[src/rtl/fifo_wr_arb.sv]
// fifo_wr_arb: write-side burst arbiter sharing one async-FIFO write port
// between two requesters. Each grant covers a whole burst of blenX+1 words;
// ties are broken round-robin.
//
// Build option: define FIFO_WR_ARB_FIXED_PRIO_EN for fixed priority
// (req0 always wins a tie, no last-grant pointer).
//
// Ports:
//   wclk, wrst_n      write clock, async active-low reset
//   req0/req1         burst requests (held until matching gnt rises)
//   blen0/blen1       burst length minus one, sampled on the grant edge
//   data0/data1       current word of each requester
//   wfull             FIFO full flag
//   gnt0/gnt1         registered grant, high for the whole burst
//   ack0/ack1         word accepted (winc & gntX), combinational
//   winc, wdata       FIFO write port, combinational
//   busy              registered, high while a burst is in progress
//   remain            registered, words left in the burst minus one
module fifo_wr_arb #(
    parameter int unsigned DSIZE  = 8,
    parameter int unsigned BLEN_W = 4
) (
    input  logic              wclk,
    input  logic              wrst_n,
    input  logic              req0,
    input  logic              req1,
    input  logic [BLEN_W-1:0] blen0,
    input  logic [BLEN_W-1:0] blen1,
    input  logic [DSIZE-1:0]  data0,
    input  logic [DSIZE-1:0]  data1,
    input  logic              wfull,
    output logic              gnt0,
    output logic              gnt1,
    output logic              ack0,
    output logic              ack1,
    output logic              winc,
    output logic [DSIZE-1:0]  wdata,
    output logic              busy,
    output logic [BLEN_W-1:0] remain
);

    typedef enum logic {
        IDLE = 1'b0,
        XFER = 1'b1
    } state_e;

    state_e            state_q, state_d;
    logic              gnt0_q, gnt0_d;
    logic              gnt1_q, gnt1_d;
    logic              busy_q, busy_d;
    logic [BLEN_W-1:0] remain_q, remain_d;
    logic              win1;

`ifdef FIFO_WR_ARB_FIXED_PRIO_EN
    // Fixed priority: requester 1 wins only when requester 0 is idle.
    assign win1 = req1 & ~req0;
`else
    // last_q=1 means requester 1 was granted last; resets to 1 so req0
    // wins the first tie.
    logic last_q, last_d;

    assign win1 = req1 & (~req0 | ~last_q);
`endif

    // FIFO write port and accept strobes follow wfull/data combinationally.
    assign winc  = (state_q == XFER) & ~wfull;
    assign ack0  = winc & gnt0_q;
    assign ack1  = winc & gnt1_q;
    assign wdata = gnt0_q ? data0 : (gnt1_q ? data1 : '0);

    assign gnt0   = gnt0_q;
    assign gnt1   = gnt1_q;
    assign busy   = busy_q;
    assign remain = remain_q;

    // Next-state: arbitrate in IDLE, count words down in XFER.
    always_comb begin
        state_d  = state_q;
        gnt0_d   = gnt0_q;
        gnt1_d   = gnt1_q;
        busy_d   = busy_q;
        remain_d = remain_q;
`ifndef FIFO_WR_ARB_FIXED_PRIO_EN
        last_d   = last_q;
`endif
        case (state_q)
            IDLE: begin
                if (req0 | req1) begin
                    state_d  = XFER;
                    busy_d   = 1'b1;
                    gnt0_d   = ~win1;
                    gnt1_d   = win1;
                    remain_d = win1 ? blen1 : blen0;
`ifndef FIFO_WR_ARB_FIXED_PRIO_EN
                    last_d   = win1;
`endif
                end
            end
            XFER: begin
                if (winc) begin
                    if (remain_q != '0) begin
                        remain_d = remain_q - BLEN_W'(1);
                    end else begin
                        state_d  = IDLE;
                        gnt0_d   = 1'b0;
                        gnt1_d   = 1'b0;
                        busy_d   = 1'b0;
                        remain_d = '0;
                    end
                end
            end
            default: state_d = IDLE;
        endcase
    end

    // State and output registers.
    always_ff @(posedge wclk or negedge wrst_n) begin
        if (!wrst_n) begin
            state_q  <= IDLE;
            gnt0_q   <= 1'b0;
            gnt1_q   <= 1'b0;
            busy_q   <= 1'b0;
            remain_q <= '0;
        end else begin
            state_q  <= state_d;
            gnt0_q   <= gnt0_d;
            gnt1_q   <= gnt1_d;
            busy_q   <= busy_d;
            remain_q <= remain_d;
        end
    end

`ifndef FIFO_WR_ARB_FIXED_PRIO_EN
    // Round-robin pointer.
    always_ff @(posedge wclk or negedge wrst_n) begin
        if (!wrst_n) begin
            last_q <= 1'b1;
        end else begin
            last_q <= last_d;
        end
    end
`endif

endmodule

[config.mk]
export PLATFORM = sky130hd
export DESIGN_NAME = fifo_wr_arb
export DESIGN_NICKNAME = d
export VERILOG_FILES = /design/src/rtl/fifo_wr_arb.sv
export SDC_FILE = /design/constraint.sdc
export NUM_CORES = 1
export LEC_CHECK = 0
export CAP_MARGIN = 25
export CORE_UTILIZATION = 28
export CTS_CLUSTER_SIZE = 40
export DETAILED_ROUTE_END_ITERATION = 8
export PLACE_DENSITY = 0.85
export SLEW_MARGIN = 20
export SYNTH_ARGS = -nofsm -noshare
export SYNTH_HDL_FRONTEND = slang
export SYNTH_SLANG_ARGS = --single-unit
export TNS_END_PERCENT = 5
[constraint.sdc]
create_clock -name wclk -period 1.3 [get_ports wclk]
set_clock_uncertainty 0.2 [all_clocks]
set_input_delay 0.13 -clock wclk [delete_from_list [all_inputs] [get_ports wclk]]
set_output_delay 0.13 -clock wclk [all_outputs]
set_load 0.02 [all_outputs]
---- After elaboration in Yosys (flattened, before gate mapping) ----
Cells that the tools add are included.
cells by class
  add/subtract/negate cells ............... 1
  eq/ne operators ......................... 3
  mux-type cells .......................... 19
  bitwise logic cells ..................... 11
  reductions and logical operators ........ 4
operator list
  cell                   count
  $mux W4                4
  $mux W8                2
  $mux W1                8
  $pmux W1 S2            4
  $pmux W4 S2            1
  $ne A2 B2 Y1 const B   3
  $not A1 Y1             5
  $and A1 B1 Y1          4
  $reduce_and A2 Y1      2
  $reduce_bool A4 Y1     1
  $sub A4 B1 Y4 const B  1
  $reduce_and A3 Y1      1
  $or A1 B1 Y1           2
storage, ports and cells
  register bits after elaboration ......... 9
  bits of input ports ..................... 29
  output and inout port bits .............. 18
  logic and storage cells ................. 44

---- Longest topological paths before layout ----
Gate-level depths: netlist (run 1).
  word-level depth ........................ 6
  gate-level depth with buffers ........... 5
  gate-level depth less buffers ........... 4

---- Worst setup path after synthesis (run 1) ----
OpenSTA, ideal clock, no wires.
  path type ............................... reg-to-output
  start point ............................. register gnt0_q (netlist: gnt0)
  end point ............................... output port wdata[6]
  data arrival time ....................... 1,185 ps
  data required time ...................... 970 ps
  path slack .............................. -215 ps
  stages on the path, launching flop included .. 3
  path buffers ............................ 1
  cell sequence ........................... dfrtp_1 -> clkbuf_1 -> o21ai_0
between the ends
  word-level cells in the longest chain between the ends .. 1
RTL lines
  element                   line  source
  start: declaration        48    logic gnt0_q, gnt0_d;
  start signal: assignment  126   gnt0_q <= gnt0_d;
  $mux W8                   69    assign wdata = gnt0_q ? data0 : (gnt1_q ? data1 : '0);
  end: declaration          37    output logic [DSIZE-1:0] wdata,
Every way passes these cells.

---- Worst setup path after layout (run 1) ----
  start point ............................. register gnt0_q (netlist: gnt0)
  end point ............................... output port wdata[4]
The elaborated chain is that of the path after synthesis.

==> results.txt, run 1 <==
The maximum cell stage delay along the critical path came out at 0.41 ns. The area added between synthesis and finish came out at 116%. The max-cap violation count came out at 0. The number of antenna violations at the first check in global routing came out at 0. The total die area is 2230 um2.

For this block, the routed nets add up to 2380 um of wire. The register area is 233 um2. The critical path data required time is 0.97 ns. The type of the worst setup path is reg -> out. The minimum clock period came out at 1.54 ns. The kind of capture point of the worst setup path is an output port. Setup repair after global routing could not meet its margin everywhere. Summing the sequential cell areas from Yosys gives 39.6% of the chip area.

The clock tree buffer depth came out at 2. IR analysis of the VDD net gives a maximum drop of 1.18 mV. The flow ran to the end, but the final reports show violations.

Dividing the detail-routed wire length by the instance count gives 15.5 um. Of the cells placed in the final design, the portion with a size suffix greater than 1 is 43.0%. The number of remaining DRC errors came out at 0.

The cell family contributing the most delay on the critical path is flip-flops. The number of nets handed over by synthesis was 94. The setup-violating endpoint count in the final report came out at 17. In this run the post-CTS setup repair buffer count came out at 0. Along the worst path, the maximum fanout reaches 12. The clock buffer count from CTS came out at 3. For this design the static power due to leakage is 0.555 nW. The maximum clock rate came out at 0.649 GHz. The remaining antenna violation count is 0.

The detailed placement HPWL came out at 1790 um. The number of buffers and inverters on the critical path came out at 2. The post-synthesis instance area is 572 um2. The smallest setup slack after layout came out at -0.240 ns. The TritonCTS clock tree is built.

The number of inserted diodes came out at 0. Across all layers, the routed design uses 793 vias. The clock edge transition at the registers on the reported setup and hold paths came out at 0.06 ns. The first-pass iteration count of the detailed router came out at 5.

STA classifies the critical path startpoint as a flip-flop. The relative slew slack came out at 70.9%. The number of DRC markers after the initial detailed-route iteration is 30. The worst hold-check slack came out at 0.130 ns.

The path type of the worst min-delay path is in -> async. CTS built an H-tree with a depth of 1. The count of input and output buffers came out at 46. Once the floorplan was initialized, standard cells occupied 31.4% of the core. The placer's final routability congestion estimate came out at 0.863. The count of placed standard cells in the final layout, fillers left out came out at 153. After floorplanning, the core was divided into 15 placement rows.

The layout has 155 filler cells. For the pin with the worst max-slew slack, the measured transition is 0.436 ns. Counting distinct cell types in the post-synthesis netlist gives 26.

The number of slew-limit violations in the final report came out at 0. The arrival time at the worst endpoint came out at 1.21 ns. The horizontal extent of the die is 47.2 um. The later-pin clock latency in the skew report came out at 0.27 ns.

The checks that failed: setup timing. The via density per instance came out at 5.18. The wire length of the first global-routing pass is 3440 um. The share of the clock period used by the worst path came out at 118%. The number of global-route vias before repair is 740. The library cell contributing the largest single delay on the critical path is sky130_fd_sc_hd__dfrtp_1. CTS saw 9 sinks. Entering global routing, the biggest net connects 13 pins.

During I/O placement, the number of pins put on the boundary was 47. The placed instance count came out at 148. The cell count after synthesis came out at 65. The power density relative to cell area is 2020 nW/um2. The global-route usage over all layers came out at 22.8%. The combined area of the multi-input logic cells came out at 359 um2. The total congestion overflow came out at 0. The floorplan step defined a core boundary enclosing 1820 um2. Traced cell by cell, the critical path runs through buf_6 > a22o_1 > buf_6. The number of warning messages in the yosys log is 0. Before CTS, the worst setup slack after placement is -0.624 ns. After synthesis the netlist holds a flip-flop and latch count of 9. By instance count, the cell type seen most on the critical path is sky130_fd_sc_hd__buf_6. The height of the die came out at 47.2 um. The root buffer cell chosen for the clock tree is sky130_fd_sc_hd__clkbuf_4.

The final number of hold-violating endpoints is 0. The average footprint of a synthesized cell came out at 8.80 um2. The number of nets in the final layout is 158.
[final cells by class]
| cell class | count | share of cell area [%] |
|---|---|---|
| repair buffers | 62 | 46.6 |
| multi-input cells | 50 | 29.0 |
| flip-flops and latches | 9 | 18.8 |
| well taps | 25 | 2.53 |
| clock buffers | 4 | 2.12 |
| inverters | 3 | 0.910 |
[what timing repair did]
item | 4_1_cts | 5_1_grt
hold buffers | 1 | 0
endpoints found under the setup margin | 25 | 25
resized for setup | 77 | 28
pin swaps | 1 | 9
endpoints found under the hold margin | 8 | 0
[cell usage in the layout, fill, tap and decap left out, types with 2 or more instances in the layout]
master                             n
sky130_fd_sc_hd__a22o_1            7
sky130_fd_sc_hd__a22oi_2           3
sky130_fd_sc_hd__clkbuf_4          3
sky130_fd_sc_hd__clkdlybuf4s50_1  27
sky130_fd_sc_hd__nor3_1            2
sky130_fd_sc_hd__o21ai_0           2
sky130_fd_sc_hd__o31ai_1           2
sky130_fd_sc_hd__nand3_1           2
sky130_fd_sc_hd__clkbuf_2          2
sky130_fd_sc_hd__nand2_1           6
sky130_fd_sc_hd__a22o_2            2
sky130_fd_sc_hd__o21ai_1           4
sky130_fd_sc_hd__buf_2             4
sky130_fd_sc_hd__dfrtp_2           5
sky130_fd_sc_hd__o22ai_1           2
sky130_fd_sc_hd__buf_6            13
sky130_fd_sc_hd__a21oi_1           4
sky130_fd_sc_hd__dfrtp_1           3
sky130_fd_sc_hd__inv_1             2
sky130_fd_sc_hd__buf_4            13
[power by group]
part / internal (W) / leakage [nW] / switching, W / total (W)
combinational: 0.000843 / 0.439 / 0.000852 / 0.00170
sequential: 0.000433 / 0.100 / 0.000142 / 0.000576
clock: 0.000119 / 0.0150 / 0.000106 / 0.000225
[per-stage QoR]
step | power [W] | instance area (um2) | TNS (ns) | utilization (%)
5_1_grt | 0.00264 | 1240 | -3.60 | 68.0
3_5_place_dp | 0.00217 | 1180 | -9.02 | 64.7
2_1_floorplan | 0.00135 | 592 | -0.270 | -
3_3_place_gp | 0.00212 | 1180 | -8.40 | 64.7
4_1_cts | 0.00233 | 1180 | -2.90 | 64.8
6_report | 0.00250 | 1240 | -2.61 | 68.0
[logic make-up after synthesis]
| group | after synthesis | share of synthesized area (%) |
|---|---|---|
| buffers and inverters | 6 | 4.60 |
| AO/OA/AOI/OAI | 33 | 41.4 |
| flip-flops | 9 | 39.6 |
| AND/OR/NAND/NOR | 17 | 14.4 |
[worst reg2reg max path, stage by stage (launching register included)]
cell,delay [ns]
sky130_fd_sc_hd__dfstp_2,0.58
sky130_fd_sc_hd__a21oi_1,0.12
sky130_fd_sc_hd__a22oi_1,0.22
sky130_fd_sc_hd__o221ai_1,0.16
[worst paths after layout]
path                            cells after the start  slack [ns]  startpoint   endpoint
worst max-delay path                                3       -0.24        gnt0   wdata[4]
worst min register to register                      2        0.36        busy       busy
min in group wclk                                   3        0.31    blen1[0]  remain[0]
worst min-delay path                                2        0.13      wrst_n  remain[2]
max in group asynchronous                           2        0.44      wrst_n     last_q
worst max register to register                      3       -0.11      last_q  remain[2]
[Yosys cell counts, drive strengths merged]
master,n,area [um2]
a21o,1,7.51
and2,2,12.5
inv,3,11.3
a22oi,4,30.0
nand2,7,28.8
o221ai,1,8.76
o211ai,1,12.5
dfstp,1,26.3
a31oi,1,6.26
a22o,9,81.3
and2b,1,7.51
nand3,2,10.0
dfrtp,8,200
nor2,2,7.51
o22ai,2,12.5
o31ai,2,15.0
buf,1,7.51
o21a,1,7.51
o21ai,7,35.0
clkbuf,2,7.51
nor2b,1,6.26
a21oi,4,20.0
nor3,2,10.0
[sequential cells by signal, indices dropped and copies added (netlist names)]
name,cells
gnt1,1
busy,1
last_q,1
remain,4
state_q,1
gnt0,1
[routing by layer]
metal  GRT usage, %  part of all wire, %  vias up  wire length [um]
li1               -                    -      377                 -
met1           26.2                   38      377               897
met2           40.3                   56       35              1340
met3           4.62                  4.9        4               117
met4           10.9                 0.76        0                18
met5              0                    0        -                 0
Power figures use the tool's default switching activity.
==> run 2: changes to the inputs <==
Settings changed: CELL_PAD_IN_SITES_DETAIL_PLACEMENT set to 0, CELL_PAD_IN_SITES_GLOBAL_PLACEMENT set to 1, CORE_UTILIZATION 28 to 19.
==> results.txt, run 2 (synthesis results as in run 1) <==
The flow ran to the end, but the final reports show violations. The checks that failed: DRC, setup timing. TritonCTS built the clock tree. The count of placed standard cells in the final layout, fillers left out is 162 (+5.9%). Relative to the synthesized area, the layout overhead comes to 119%. The final number of hold-violating endpoints was 0 (unchanged). The clock net sink count is 9 (unchanged).

The number of filler cells placed in the layout came to 287 (+85%). Leaving out fill and tap cells, the most frequent cell in the layout is sky130_fd_sc_hd__clkdlybuf4s50_1. The number of inserted diodes is 0 (unchanged). The relative slew slack is 69.9% (-0.99 points).

The internal power summed over all cells is 0.00142 W (+1.6%). The height of the die came out at 56.9 um (+20%). The placer's final routability congestion estimate is 0.785 (-9.0%).

The min-delay analysis places its worst path in the category in -> async. The critical path data required time is 0.97 ns (about the same). The total number of vias is 771 (-2.8%). The combined area of the multi-input logic cells came out at 354 um2 (-1.4%). The number of buffers and inverters on the critical path came out at 2 (unchanged). The library cell contributing the largest single delay on the critical path is sky130_fd_sc_hd__dfrtp_1. The detailed router used layers up to and including met4. The wire length of the first global-routing pass came out at 3550 um (+3.2%). The via density per instance was 4.76 (-8.2%).

The number of slew-limit violations in the final report came out at 0 (unchanged). The share of the clock period used by the worst path is 117% (-1.0 points). The flip-flop count of the largest register, all copies and words added is 4 (unchanged). The share of the core filled with cells in the final layout is 44.6% (-23 points). The setup-violating endpoint count in the final report is 18 (+1). The max-cap violation count was 0 (unchanged).

The number of antenna violations at the first check in global routing is 0 (unchanged). The maximum clock rate is 0.655 GHz (+0.89%). The average detailed-routed wire length per instance came out at 13.7 um (-12%). The actual transition at the worst max-transition pin is 0.451 ns (+0.0148 ns). The horizontal extent of the die came to 56.9 um (+20%).

The post-placement setup slack came to -0.615 ns (+0.00978 ns). The largest net degree at the start of global routing came out at 13 (unchanged). The number of remaining DRC errors is 2 (+2).

The root buffer cell chosen for the clock tree is sky130_fd_sc_hd__clkbuf_4. The later-pin clock latency in the skew report is 0.26 ns (about the same). The fraction of power consumed by combinational cells came to 68.4% (+0.5 points). The count of input and output buffers came out at 46 (unchanged). The dominant delay contributor by cell family on the critical path is flip-flops. STA classifies the critical path endpoint as an output port. The first-pass iteration count of the detailed router came out at 6 (+1). The number of global-route vias before repair is 816 (+10%). The clock tree buffer depth is 2 (unchanged). The total congestion overflow came out at 0 (unchanged). The switching power total is 0.00106 W (-3.6%). The smallest setup slack after layout is -0.227 ns (+0.0136 ns). The setup path with the least slack is of type reg -> out.

The count of H-tree levels built during CTS came to 1 (unchanged). The starting density of the core was 20.4% (-11 points). The cell that appears most often on the critical path is sky130_fd_sc_hd__buf_6.

The detailed placement HPWL was 1790 um (-0.41%). The peak supply drop is 0.917 mV (-22%). The global-route usage over all layers is 14.1% (-8.7 points). The total met3 wirelength after detailed routing is 91 um (-22%). The maximum cell stage delay along the critical path was 0.41 ns (about the same). The power density relative to cell area came out at 1980 nW/um2 (-1.6%). The clock buffer count from CTS came to 3 (unchanged).

In the layout the commonest cells are sky130_fd_sc_hd__clkdlybuf4s50_1 (26), sky130_fd_sc_hd__buf_4 (16), sky130_fd_sc_hd__buf_6 (10). The remaining antenna violation count came to 0 (unchanged). The clock network power share is 9.1% (about the same). The placed instance count was 157 (+6.1%). The largest driver fanout on the critical path was 12 (unchanged). The worst setup path is launched from a flip-flop.

The share of total power in sequential cells is 22.6% (-0.5 points). The arrival time at the worst endpoint was 1.20 ns (about the same). The boundary pin count is 47 (unchanged). The number of placement rows came out at 19 (+4).

The share of cells above drive strength 1 came out at 42.7% (-0.22 points). Setup repair after global routing could not meet its margin everywhere. The register area is 233 um2 (unchanged). The net switching share of the total power came out at 42.8% (-1.3 points).

The worst hold-check slack came out at 0.130 ns (-0.0000780 ns). The aggregate routed wire length came out at 2230 um (-6.4%). The clock edge transition at the registers on the reported setup and hold paths came out at 0.06 ns (about the same).

The number of DRC markers after the initial detailed-route iteration is 22 (-27%). The routed metal-1 wire length is 916 um (+2.1%). The minimum clock period came to 1.53 ns (-0.0136 ns).

The total met2 wirelength after detailed routing came out at 1210 um (-10%). The overall power after layout came out at 0.00248 W (-0.65%). Walking the worst path, the cells encountered are buf_6 > a22o_1 > buf_6. The number of nets in the final layout came to 161 (+1.9%).

The placeable core region came out at 2810 um2 (+54%). The leakage dissipation was 0.568 nW (+2.4%). The total die area is 3230 um2 (+45%).
==> run 2: cell count changes in the layout (fill, tap and decap cells not counted), moves of 2 or more <==
cell / previous run / this run
sky130_fd_sc_hd__o21ai_0: 2 / 5
sky130_fd_sc_hd__dlygate4sd2_1: 0 / 2
sky130_fd_sc_hd__a22oi_2: 3 / 0
sky130_fd_sc_hd__buf_4: 13 / 16
sky130_fd_sc_hd__o21ai_1: 4 / 1
sky130_fd_sc_hd__a22oi_1: 1 / 4
sky130_fd_sc_hd__buf_2: 4 / 7
sky130_fd_sc_hd__buf_6: 13 / 10
==> run 2: routing by layer <==
metal	vias up	global-route usage, %
li1	384	-
met2	16	26.5
met5	-	0
met1	369	16.2
met3	2	3.92
met4	0	1.74
==> run 2: per-stage QoR <==
step / area, um2 / setup TNS (ns)
6_report: 1250 / -2.57
5_1_grt: 1250 / -3.57
4_1_cts: 1230 / -2.61
3_5_place_dp: 1210 / -8.43
3_3_place_gp: 1210 / -8.04
2_1_floorplan: 592 / -0.270
==> run 2: path summary, 6_finish.rpt <==
check | endpoint | slack (ns) | depth (start not counted) | from
worst max register to register | remain[0] | -0.10 | 5 | state_q
max in group asynchronous | last_q | 0.43 | 2 | wrst_n
min in group wclk | last_q | 0.17 | 3 | req1
worst min register to register | busy | 0.35 | 2 | busy
worst min-delay path | busy | 0.13 | 2 | wrst_n
worst max-delay path | wdata[7] | -0.23 | 3 | gnt0
==> run 2: power by group through the flow <==
stage | clock network [W] | logic (W) | registers [W]
after floorplan | 0 | 0.000641 | 0.000705
after global placement | 0 | 0.00167 | 0.000539
after detailed placement | 0 | 0.00170 | 0.000549
after CTS | 0.000235 | 0.00162 | 0.000560
after global routing | 0.000244 | 0.00182 | 0.000582
final | 0.000225 | 0.00170 | 0.000560
==> run 2: repair_timing <==
item,4_1_cts,5_1_grt
setup endpoints to repair,24,33
pin swaps,0,2
gates resized for setup,76,19
hold buffers,1,0
setup buffers,0,0
hold endpoints to repair,8,0
==> run 2: layout make-up <==
class,count,share of cell area (%)
well taps,31,3.10
clock buffers,4,2.10
multi-input cells,50,28.3
inverters,3,1.10
flip-flops and latches,9,18.6
repair buffers,65,46.7
